<file path="config.mk">
export PLATFORM = sky130hd
export DESIGN_NAME = host_cmd_decoder
export DESIGN_NICKNAME = d
export VERILOG_FILES = /design/src/rtl/host_cmd_decoder.sv
export SDC_FILE = /design/constraint.sdc
export NUM_CORES = 1
export LEC_CHECK = 0
export ABC_AREA = 1
export CORE_MARGIN = 5
export CORE_UTILIZATION = 28
export CTS_BUF_LIST = sky130_fd_sc_hd__clkbuf_8
export DETAILED_ROUTE_END_ITERATION = 7
export GPL_TIMING_DRIVEN = 1
export PLACE_DENSITY = 0.56
export SYNTH_ARGS = -nofsm -noshare
export SYNTH_HDL_FRONTEND = slang
export SYNTH_SLANG_ARGS = --single-unit
</file>
<file path="constraint.sdc">
create_clock -name CLK -period 2.2 [get_ports CLK]
set_input_delay 0.44 -clock CLK [delete_from_list [all_inputs] [get_ports CLK]]
set_output_delay 0.44 -clock CLK [all_outputs]
set_load 0.005 [all_outputs]
</file>
<file path="src/rtl/host_cmd_decoder.sv">
// Host command engine: turns UART RX bytes into one-hot register write/read strobes
// and returns one response byte per command over a valid/ready handshake.
module host_cmd_decoder #(
    parameter int                    DATA_WIDTH     = 8,
    parameter int                    WE_WIDTH       = 24,
    parameter int                    RE_WIDTH       = 24,
    parameter int                    TIMEOUT_CYCLES = 1000000,
    parameter logic [DATA_WIDTH-1:0] ACK_BYTE       = 8'h06,
    parameter logic [DATA_WIDTH-1:0] NAK_BYTE       = 8'h15
) (
    input  logic                  CLK,
    input  logic                  RST,
    input  logic                  iRX_VALID,
    input  logic [DATA_WIDTH-1:0] iRX_DATA,
    output logic                  oTX_VALID,
    output logic [DATA_WIDTH-1:0] oTX_DATA,
    input  logic                  iTX_READY,
    output logic [WE_WIDTH-1:0]   oWE_BIT,
    output logic [RE_WIDTH-1:0]   oRE_BIT,
    output logic [DATA_WIDTH-1:0] oDATA,
    input  logic [DATA_WIDTH-1:0] iRD,
    output logic                  oBUSY,
    output logic                  oTIMEOUT,
    output logic                  oOVERRUN
);

    localparam int CNT_W = $clog2(TIMEOUT_CYCLES + 1);

    typedef enum logic [2:0] {
        IDLE,
        WAIT_DATA,
        WRITE,
        READ,
        TX
    } state_t;

    state_t                  r_state;
    logic [6:0]              r_addr;
    logic                    r_wr_ok;
    logic [CNT_W-1:0]        r_cnt;
    logic                    r_tx_valid;
    logic [DATA_WIDTH-1:0]   r_tx_data;
    logic [WE_WIDTH-1:0]     r_we;
    logic [RE_WIDTH-1:0]     r_re;
    logic [DATA_WIDTH-1:0]   r_data;
    logic                    r_timeout;
    logic                    r_overrun;

    logic                    w_is_write;
    logic [6:0]              w_rx_addr;
    logic                    w_rd_ok;
    logic                    w_wr_ok;

    assign w_is_write = iRX_DATA[DATA_WIDTH-1];
    assign w_rx_addr  = iRX_DATA[6:0];
    // Full 7-bit compare: addresses beyond the strobe width never alias onto low strobes.
    assign w_rd_ok    = (32'(w_rx_addr) < RE_WIDTH);
    assign w_wr_ok    = (32'(w_rx_addr) < WE_WIDTH);

    always_ff @(posedge CLK) begin
        if (RST) begin
            r_state    <= IDLE;
            r_addr     <= '0;
            r_wr_ok    <= 1'b0;
            r_cnt      <= '0;
            r_tx_valid <= 1'b0;
            r_tx_data  <= '0;
            r_we       <= '0;
            r_re       <= '0;
            r_data     <= '0;
            r_timeout  <= 1'b0;
            r_overrun  <= 1'b0;
        end else begin
            r_timeout <= 1'b0;
            case (r_state)
                IDLE: begin
                    if (iRX_VALID) begin
                        if (w_is_write) begin
                            r_addr  <= w_rx_addr;
                            r_wr_ok <= w_wr_ok;
                            r_cnt   <= '0;
                            r_state <= WAIT_DATA;
                        end else if (w_rd_ok) begin
                            r_re    <= RE_WIDTH'(1) << w_rx_addr;
                            r_state <= READ;
                        end else begin
                            r_tx_data  <= NAK_BYTE;
                            r_tx_valid <= 1'b1;
                            r_state    <= TX;
                        end
                    end
                end
                WAIT_DATA: begin
                    // A byte arriving on the last counter cycle still wins over the timeout.
                    if (iRX_VALID) begin
                        if (r_wr_ok) begin
                            r_we    <= WE_WIDTH'(1) << r_addr;
                            r_data  <= iRX_DATA;
                            r_state <= WRITE;
                        end else begin
                            r_tx_data  <= NAK_BYTE;
                            r_tx_valid <= 1'b1;
                            r_state    <= TX;
                        end
                    end else if (r_cnt == CNT_W'(TIMEOUT_CYCLES - 1)) begin
                        r_timeout <= 1'b1;
                        r_state   <= IDLE;
                    end else begin
                        r_cnt <= r_cnt + CNT_W'(1);
                    end
                end
                WRITE: begin
                    r_we       <= '0;
                    r_data     <= '0;
                    r_tx_data  <= ACK_BYTE;
                    r_tx_valid <= 1'b1;
                    r_state    <= TX;
                end
                READ: begin
                    r_re       <= '0;
                    r_tx_data  <= iRD;
                    r_tx_valid <= 1'b1;
                    r_state    <= TX;
                end
                TX: begin
                    if (iTX_READY) begin
                        r_tx_valid <= 1'b0;
                        r_state    <= IDLE;
                    end
                end
                default: r_state <= IDLE;
            endcase

            if (iRX_VALID && (r_state == WRITE || r_state == READ || r_state == TX)) begin
                r_overrun <= 1'b1;
            end
        end
    end

    assign oTX_VALID = r_tx_valid;
    assign oTX_DATA  = r_tx_data;
    assign oWE_BIT   = r_we;
    assign oRE_BIT   = r_re;
    assign oDATA     = r_data;
    assign oBUSY     = (r_state != IDLE);
    assign oTIMEOUT  = r_timeout;
    assign oOVERRUN  = r_overrun;

endmodule

</file>
After elaboration in Yosys (flattened, before gate mapping)
Cells that the tools add are included.

storage, ports and cells
  register bits after elaboration = 98
  input bits = 20
  output and inout bits = 68
  word-level logic and storage cells = 89

operators by class
  add/subtract/negate cells = 1
  $lt $le $gt $ge = 1
  equality and inequality tests = 17
  shifts and indexed selects = 2
  muxes and demuxes = 37
  bitwise logic cells = 1
  reduce and logical (&&, ||, !) cells = 19

operators by type and width
  cell                                                                   number
  24-bit 2-to-1 mux                                                      5
  24-bit one-hot mux with 2 select lines                                 2
  20-bit 2-to-1 mux                                                      4
  8-bit 2-to-1 mux                                                       7
  1-bit by 7-bit << shifter with 24-bit output (first input constant)    2
  20-bit one-hot mux with 2 select lines                                 1
  8-bit one-hot mux with 4 select lines                                  1
  2-bit != test (second input constant)                                  11
  3-bit 2-to-1 mux                                                       7
  20-bit by 1-bit adder with 20-bit output (second input constant)       1
  20-bit == test (second input constant)                                 1
  8-bit one-hot mux with 2 select lines                                  1
  3-bit one-hot mux with 4 select lines                                  1
  3-bit AND reduction                                                    3
  4-bit nonzero test                                                     2
  7-bit by 5-bit < comparator with 1-bit output (second input constant)  1
  1-bit 2-to-1 mux                                                       7
  7-bit AND reduction                                                    1
  3-bit by 2-bit == test with 1-bit output (second input constant)       2
  6-bit AND reduction                                                    1
  2-bit nonzero test                                                     3
  5-bit AND reduction                                                    1
  1-bit one-hot mux with 4 select lines                                  1
  4-bit AND reduction                                                    1
  10 further kinds                                                       11

Logic depth before layout (Yosys ltp)
Gate-level depths: netlist (run 1).

  depth after elaboration = 5
  depth in mapped cells = 11
  depth with buffers taken out = 11

Least setup slack after synthesis (run 1)
OpenSTA, ideal clock, no wires.

  path kind = register to register
  from = reg r_cnt[0]
  to = reg r_cnt[12]
  setup time = 0.070 ns
  arrival time = 1.584 ns
  required time = 2.130 ns
  slack = 0.546 ns
  cell stages (with the launch flop) = 9
  buffers on the path = 1
  clock period less this slack = 1.654 ns
  cells stage by stage = dfxtp_1 ha_1 nand3_1 nor2_1 nand3_1 clkbuf_1 nand3_1 nand2_1 a21oi_1

between the ends
  word-level cells in the longest chain between the ends = 4
  elaborated cells on any way between the ends = 7

ends and longest elaborated chain
  what                                      line  source
  start: declaration                        40    logic [CNT_W-1:0] r_cnt;
  start signal: assignment                  109   r_cnt <= r_cnt + CNT_W'(1);
  20-bit by 1-bit adder with 20-bit output  109
  20-bit 2-to-1 mux                         105   end else if (r_cnt == CNT_W'(TIMEOUT_CYCLES - 1)) begin
  20-bit 2-to-1 mux                         95    if (iRX_VALID) begin
  20-bit one-hot mux with 2 select lines    75    case (r_state)

Parallel ways exist; a longest one is shown, timed or not. The select of a mux whose other input is x is not followed.
A chain may end at the register's enable or synchronous reset.

Worst setup path in the final report (run 1)
  from = reg r_state[2]
  to = out oBUSY

between the ends
  word-level cells in the longest chain between the ends = 1

ends and longest elaborated chain
  what                      line  source
  start: declaration        37    state_t r_state;
  start signal: assignment  62    r_state <= IDLE;
  start signal: assignment  82    r_state <= WAIT_DATA;
  start signal: assignment  85    r_state <= READ;
  3-bit nonzero test        145   assign oBUSY = (r_state != IDLE);
  end: declaration          22    output logic oBUSY,

No other way between the ends.

==> flow_summary_export.csv, run 1 <==
group,metric,value,unit
synthesis,yosysUniqueCellTypes,29,
sta,layout_min_cycle_time,2030,ps
critical_path,cp_max_fo,7,
clocking,clock_path_buffers,2,
final_layout,n_fill_cell,1708,
critical_path,slowest_delay,550,ps
critical_path,reg2regPathDepth,8,
global_routing,gr-usage-all-layers,14.8,%
global_routing,grt_pass1_vias,4127,
synthesis,ys_async_sr_fraction,0,%
synthesis,synth_xor_area_share,0.196,%
synthesis,synth_top_family_by_area,"simple AND/OR/NAND/NOR gates",
detailed_routing,post_drt_via_cell_ratio,4.62,
hold_path,hp-start,"oOVERRUN$_SDFFE_PP0P_",
synthesis,synth_area_leaders,"dfxtp_1 (44%), nand2_1 (13%), nor2_1 (7.7%), a21oi_1 (6.7%), o21ai_0 (5.8%)",
synthesis,synthAdderAreaFrac,0.280,%
critical_path,cpLargestDelayFamily,"buffers and inverters",
sta,rsz0062_at_grt,"no",
clocking,htreeDepth,3,
critical_path,rr_endpoint,"oWE_BIT[15]$_SDFFE_PP0P_",
critical_path,crit_chain,"inv_1, nand2_2, clkdlybuf4s50_1",
synthesis,netlist_area,4460,um2
synthesis,synth_warnings,0,
final_layout,final_net_count,761,
outcome,outcome,"finished clean",
sta,relSlewSlack,60.9,%
detailed_routing,routedWlPerCell,13.8,um
floorplanning,dieWidth,136,um
hold_path,holdPathStages,2,
global_routing,antenna_found_initial,1,
critical_path,crit_type,"reg -> out",
placement,routabilityCongestion,0.840,
synthesis,yosysTopAreaCell,"dfxtp_1",
synthesis,synthMuxAreaShare,0,%
sta,post-route-period-util,92.4,%
pwr,seq_power_share,52.6,%
synthesis,ys_ff_latch,98,
sta,whs,455,ps
global_routing,grt_pass1_wl,21.6,mm
clocking,cts_sinks,98,
pwr,p_leak,0.00227,uW
sta,setup_tns,0,ps
floorplanning,design.core.area,15800,um2
pwr,switchingPower,962,uW
critical_path,worst_setup_path_start_kind,"register",
sta,max_freq,492,MHz
clocking,cts_tree,"done",
clocking,cts-root-buf,"clkbuf_8",
final_layout,drive_above_1_share,7.11,%
detailed_routing,dr.first_iter.drc_count,211,
sta,final_hold_viol_count,0,
clocking,clkLatencyLatePin,380,ps
hold_path,worst_hold_path_type,"reg -> reg",
sta,setup_viol,0,
sta,tightest_slew,585,ps
synthesis,synth_top_area_share,44.0,%
global_routing,grt_max_degree,37,
critical_path,critPathBufInv,2,
pwr,powerDensity,602,nW/um2
clocking,ctsHoldBuffers,0,
pwr,switching_share,27.2,%
detailed_routing,wirelength,13.3,mm
synthesis,yosysMostFrequentCell,"nand2_1",
synthesis,synthCells,644,
synthesis,ys_seq_area_share,44.0,%
critical_path,crit_required,1760,ps
final_layout,diodes,0,
synthesis,syn_avg_cell_area,6.93,um2
detailed_routing,vias,4436,
floorplanning,die_y,136,um
floorplanning,pin_count,88,
synthesis,synthSimpleGateAreaFrac,31.2,%
floorplanning,rows,46,
placement,post-dp-hpwl,9.85,mm
detailed_routing,first_pass_iters,5,
detailed_routing,top_layer,"met5",
clocking,cts_made_buffers,9,
floorplanning,initial_core_util,28.3,%
hold_path,hold_end,"oOVERRUN$_SDFFE_PP0P_",
pwr,ir_drop,0.000282,V
critical_path,critPathCaptureType,"output pin",
detailed_routing,ant_nets,0,
synthesis,synth_edf_count,0,
pwr,p_int,2580,uW
sta,finClkSkew,13.6,ps
synthesis,synth_compound_area_share,17.0,%
detailed_routing,wl_met3,1.03,mm
synthesis,yosys_most_used_dff,"dfxtp_1",
detailed_routing,dr_wl_met2,5.14,mm
synthesis,synthTopCellsByCount,"nand2_1 (153), dfxtp_1 (98), nor2_1 (91), a21oi_1 (60)",
detailed_routing,met1Wirelength,6.90,mm
pwr,p_comb_share,13.4,%
clocking,clkTransAtPathRegs,100,ps
clocking,postCtsSetupRepairBufs,0,
sta,slew_violations,0,
critical_path,r2r-start,"r_state[2]$_SDFFE_PP0P_",
floorplanning,die-area,18600,um2
critical_path,cp_slowest_cell,"clkdlybuf4s50_1",
global_routing,grt_overflow,0,
pwr,clock_power_share,34.0,%
placement,portBuffers,87,
detailed_routing,drc,0,
critical_path,rrSetupSlack,420,ps
final_layout,syn_to_final_growth,31.7,%
flow_run,maxCapViolCount,0,
synthesis,syn_nets,665,
critical_path,worstPathArrival,1590,ps
[metal layers]
metal / vias up / track usage (%)
met5: - / 0
li1: 2327 / -
met2: 127 / 20.1
met4: 2 / 5.26
met1: 1968 / 21.6
met3: 12 / 4.96
[final cells by class]
type | instances | area, um2 | share of cell area, %
Timing Repair Buffer | 110 | 1050 | 17.9
Tap cell | 216 | 270 | 4.60
Inverter | 56 | 210 | 3.58
Sequential cell | 98 | 1960 | 33.4
Clock inverter | 6 | 62.6 | 1.06
Clock buffer | 10 | 138 | 2.34
Multi-Input combinational cell | 465 | 2180 | 37.1
[stage by stage]
stage / worst slack (ps) / cells / utilization [%] / total power, uW / instance area, um2
global route: 59.3 / 961 / 37.3 / 3740 / 5880
global placement: 186 / 945 / 35.9 / 2370 / 5670
finish: 166 / 961 / 37.3 / 3540 / 5880
detailed placement: 151 / 945 / 35.9 / 2370 / 5670
CTS: 81.4 / 961 / 37.2 / 3590 / 5870
floorplan: 546 / 644 / - / 2150 / 4460
[sequential cells by signal (all words and copies together) (netlist names)]
| register | cells |
|---|---|
| oTIMEOUT | 1 |
| oRE_BIT | 24 |
| oWE_BIT | 24 |
| r_cnt | 20 |
| r_wr_ok | 1 |
| r_state | 3 |
| oTX_VALID | 1 |
| oDATA | 8 |
| r_addr | 7 |
| oTX_DATA | 8 |
| oOVERRUN | 1 |
[worst reg2reg max path, delay by kind of cell, from the launching register on]
kind / cells / cell delay [ps]
AO/OA/AOI/OAI: 2 / 420
flip-flops: 1 / 380
AND/OR/NAND/NOR: 4 / 670
buffers and inverters: 2 / 270
[logic make-up (layout without fill, tap and decap cells)]
kind of cell | count (synthesis) | after routing
compound gates | 134 | 134
fa+ha+maj | 1 | 1
buf+inv | 81 | 182
xor+xnor | 1 | 1
flops | 98 | 98
simple gates | 329 | 329
[cells in the final DEF (no fill, tap or decap), drive strengths merged, types with 3 or more instances in the layout]
master         instances
nand2                156
dfxtp                 98
nor2                  92
clkdlybuf4s50         86
a21oi                 61
inv                   56
o21ai                 52
nand3                 51
buf                   24
nand4                 19
o211a                 12
clkbuf                10
nor3                   7
a211oi                 5
clkinv                 5
a31oi                  3
nor4                   3
[power by group through the flow]
stage	Combinational (uW)	Sequential, uW	Clock, uW
after detailed placement	468	1900	0
after CTS	470	1860	1260
after global routing	526	1870	1350
final	473	1860	1200
after global placement	469	1900	0
after floorplan	255	1890	0
[worst max path at each step]
stage               slack (ps)                  endpoint  depth (start not counted)               startpoint
floorplan                  550    r_cnt[12]$_SDFFE_PP0P_                          8    r_cnt[0]$_SDFFE_PP0P_
global placement           190     r_cnt[9]$_SDFFE_PP0P_                          9                iRX_VALID
detailed placement         150  oRE_BIT[20]$_SDFFE_PP0P_                          8                iRX_VALID
CTS                         80                     oBUSY                          3  r_state[0]$_SDFFE_PP0P_
global route                60                     oBUSY                          3  r_state[2]$_SDFFE_PP0P_
finish                     170                     oBUSY                          3  r_state[2]$_SDFFE_PP0P_
[timing repair]
item,CTS,global route
resized for setup,2,2
pin swaps,0,0
endpoints found under the setup margin,1,1
(Power assumes the default switching activity.)
==> run 2, diff against run 1 <==
- CORE_MARGIN: 5 -> 1
==> flow_summary_export.csv, run 2 (synthesized netlist as in run 1, its figures left out) <==
group,metric,value,unit
placement,placed_area,5680,um2
final_layout,drive_above_1_share,7.09,%
final_layout,multiInputGateArea,2180,um2
sta,slew_violations,0,
sta,layout_min_cycle_time,2040,ps
final_layout,n_fill_cell,1633,
clocking,cts_made_buffers,9,
floorplanning,rows,45,
detailed_routing,dr_wl_met2,5.46,mm
pwr,p_comb_share,13.5,%
pwr,p_int,2570,uW
critical_path,crit_type,"reg -> out",
sta,post-route-period-util,92.5,%
floorplanning,dieWidth,128,um
sta,rsz0062_at_grt,"no",
critical_path,critPathCaptureType,"output pin",
sta,setup_tns,0,ps
critical_path,worstPathArrival,1600,ps
critical_path,worst_setup_path_start_kind,"register",
final_layout,layoutNonFillerInstCount,959,
floorplanning,design.core.area,15400,um2
clocking,postCtsSetupRepairBufs,0,
critical_path,cp_max_fo,7,
detailed_routing,met1Wirelength,6.61,mm
sta,finClkSkew,9.95,ps
hold_path,worst_hold_path_type,"in -> reg",
detailed_routing,ant_nets,0,
clocking,cts-root-buf,"clkbuf_8",
floorplanning,die_y,128,um
placement,dp.cells,943,
detailed_routing,post_drt_via_cell_ratio,4.59,
detailed_routing,wl_met3,722,um
global_routing,antenna_found_initial,0,
flow_run,maxCapViolCount,0,
sta,tightest_slew,450,ps
placement,portBuffers,87,
pwr,switchingPower,964,uW
placement,routabilityCongestion,0.908,
pwr,clock_power_share,33.9,%
final_layout,final_net_count,764,
pwr,p_leak,0.00228,uW
global_routing,grt_pass1_vias,4104,
global_routing,grt_pass1_wl,20.9,mm
pwr,ir_drop,0.000351,V
final_layout,final_cell_mix,"nand2_1 (152), dfxtp_1 (97), nor2_1 (91)",
final_layout,diodes,0,
placement,post-dp-hpwl,9.67,mm
floorplanning,initial_core_util,29.0,%
sta,setup_viol,0,
sta,final_hold_viol_count,0,
detailed_routing,top_layer,"met4",
clocking,clkLatencyLatePin,380,ps
detailed_routing,drc,0,
final_layout,utilization,38.3,%
final_layout,layout.cells.most_common,"nand2_1",
detailed_routing,wirelength,13.0,mm
final_layout,syn_to_final_growth,31.9,%
global_routing,gr-usage-all-layers,16.4,%
sta,relSlewSlack,69.9,%
sta,max_freq,491,MHz
clocking,clock_path_buffers,2,
final_layout,seqCellArea,1960,um2
clocking,clkTransAtPathRegs,90,ps
floorplanning,pin_count,88,
final_layout,design_area,5880,um2
clocking,htreeDepth,3,
floorplanning,die-area,16400,um2
detailed_routing,routedWlPerCell,13.6,um
clocking,cts_sinks,98,
sta,whs,426,ps
detailed_routing,first_pass_iters,4,
global_routing,grt_max_degree,37,
detailed_routing,vias,4406,
pwr,powerDensity,601,nW/um2
outcome,outcome,"finished clean",
pwr,seq_power_share,52.6,%
detailed_routing,dr.first_iter.drc_count,372,
critical_path,crit_required,1760,ps
clocking,cts_tree,"done",
global_routing,grt_overflow,0,
pwr,switching_share,27.3,%
run 2: area by class of cell:
class | instances | share of cell area, %
Clock buffer | 10 | 2.34
Clock inverter | 6 | 0.978
Inverter | 56 | 3.57
Multi-Input combinational cell | 465 | 37.0
Sequential cell | 98 | 33.4
Tap cell | 211 | 4.49
Timing Repair Buffer | 113 | 18.2
run 2: worst paths after layout:
kind / start / end / slack, ps / depth (start not counted)
worst min register to register: oOVERRUN$_SDFFE_PP0P_ / oOVERRUN$_SDFFE_PP0P_ / 450 / 2
worst max register to register: r_cnt[1]$_SDFFE_PP0P_ / r_cnt[16]$_SDFFE_PP0P_ / 420 / 9
worst max-delay path: r_state[2]$_SDFFE_PP0P_ / oBUSY / 160 / 3
worst min-delay path: RST / r_cnt[10]$_SDFFE_PP0P_ / 430 / 2
run 2: power groups by stage:
stage	Sequential, uW	Clock, uW	Combinational (uW)
detailed placement	1900	0	475
global route	1870	1320	528
floorplan	1890	0	255
CTS	1860	1240	478
finish	1860	1200	477
global placement	1900	0	476
run 2: per-layer routing:
metal	vias to the layer above	global-route usage [%]
li1	2334	-
met1	1959	22.5
met2	97	24.0
met3	16	5.05
met4	0	5.67
met5	-	0
run 2: through the flow:
step / setup WS, ps / power, uW
CTS: 1.96 / 3580
global placement: 162 / 2380
global route: 64.8 / 3710
floorplan: 546 / 2150
finish: 165 / 3530
detailed placement: 116 / 2380
run 2: critical path: stages, from the launching register on:
cell	delay [ps]
dfxtp_1	380
inv_1	140
nand2_2	150
clkdlybuf4s50_1	550
run 2: repair_timing:
action,CTS,global route
setup endpoints to repair,0,1
resized for setup,0,2
hold buffers,0,0
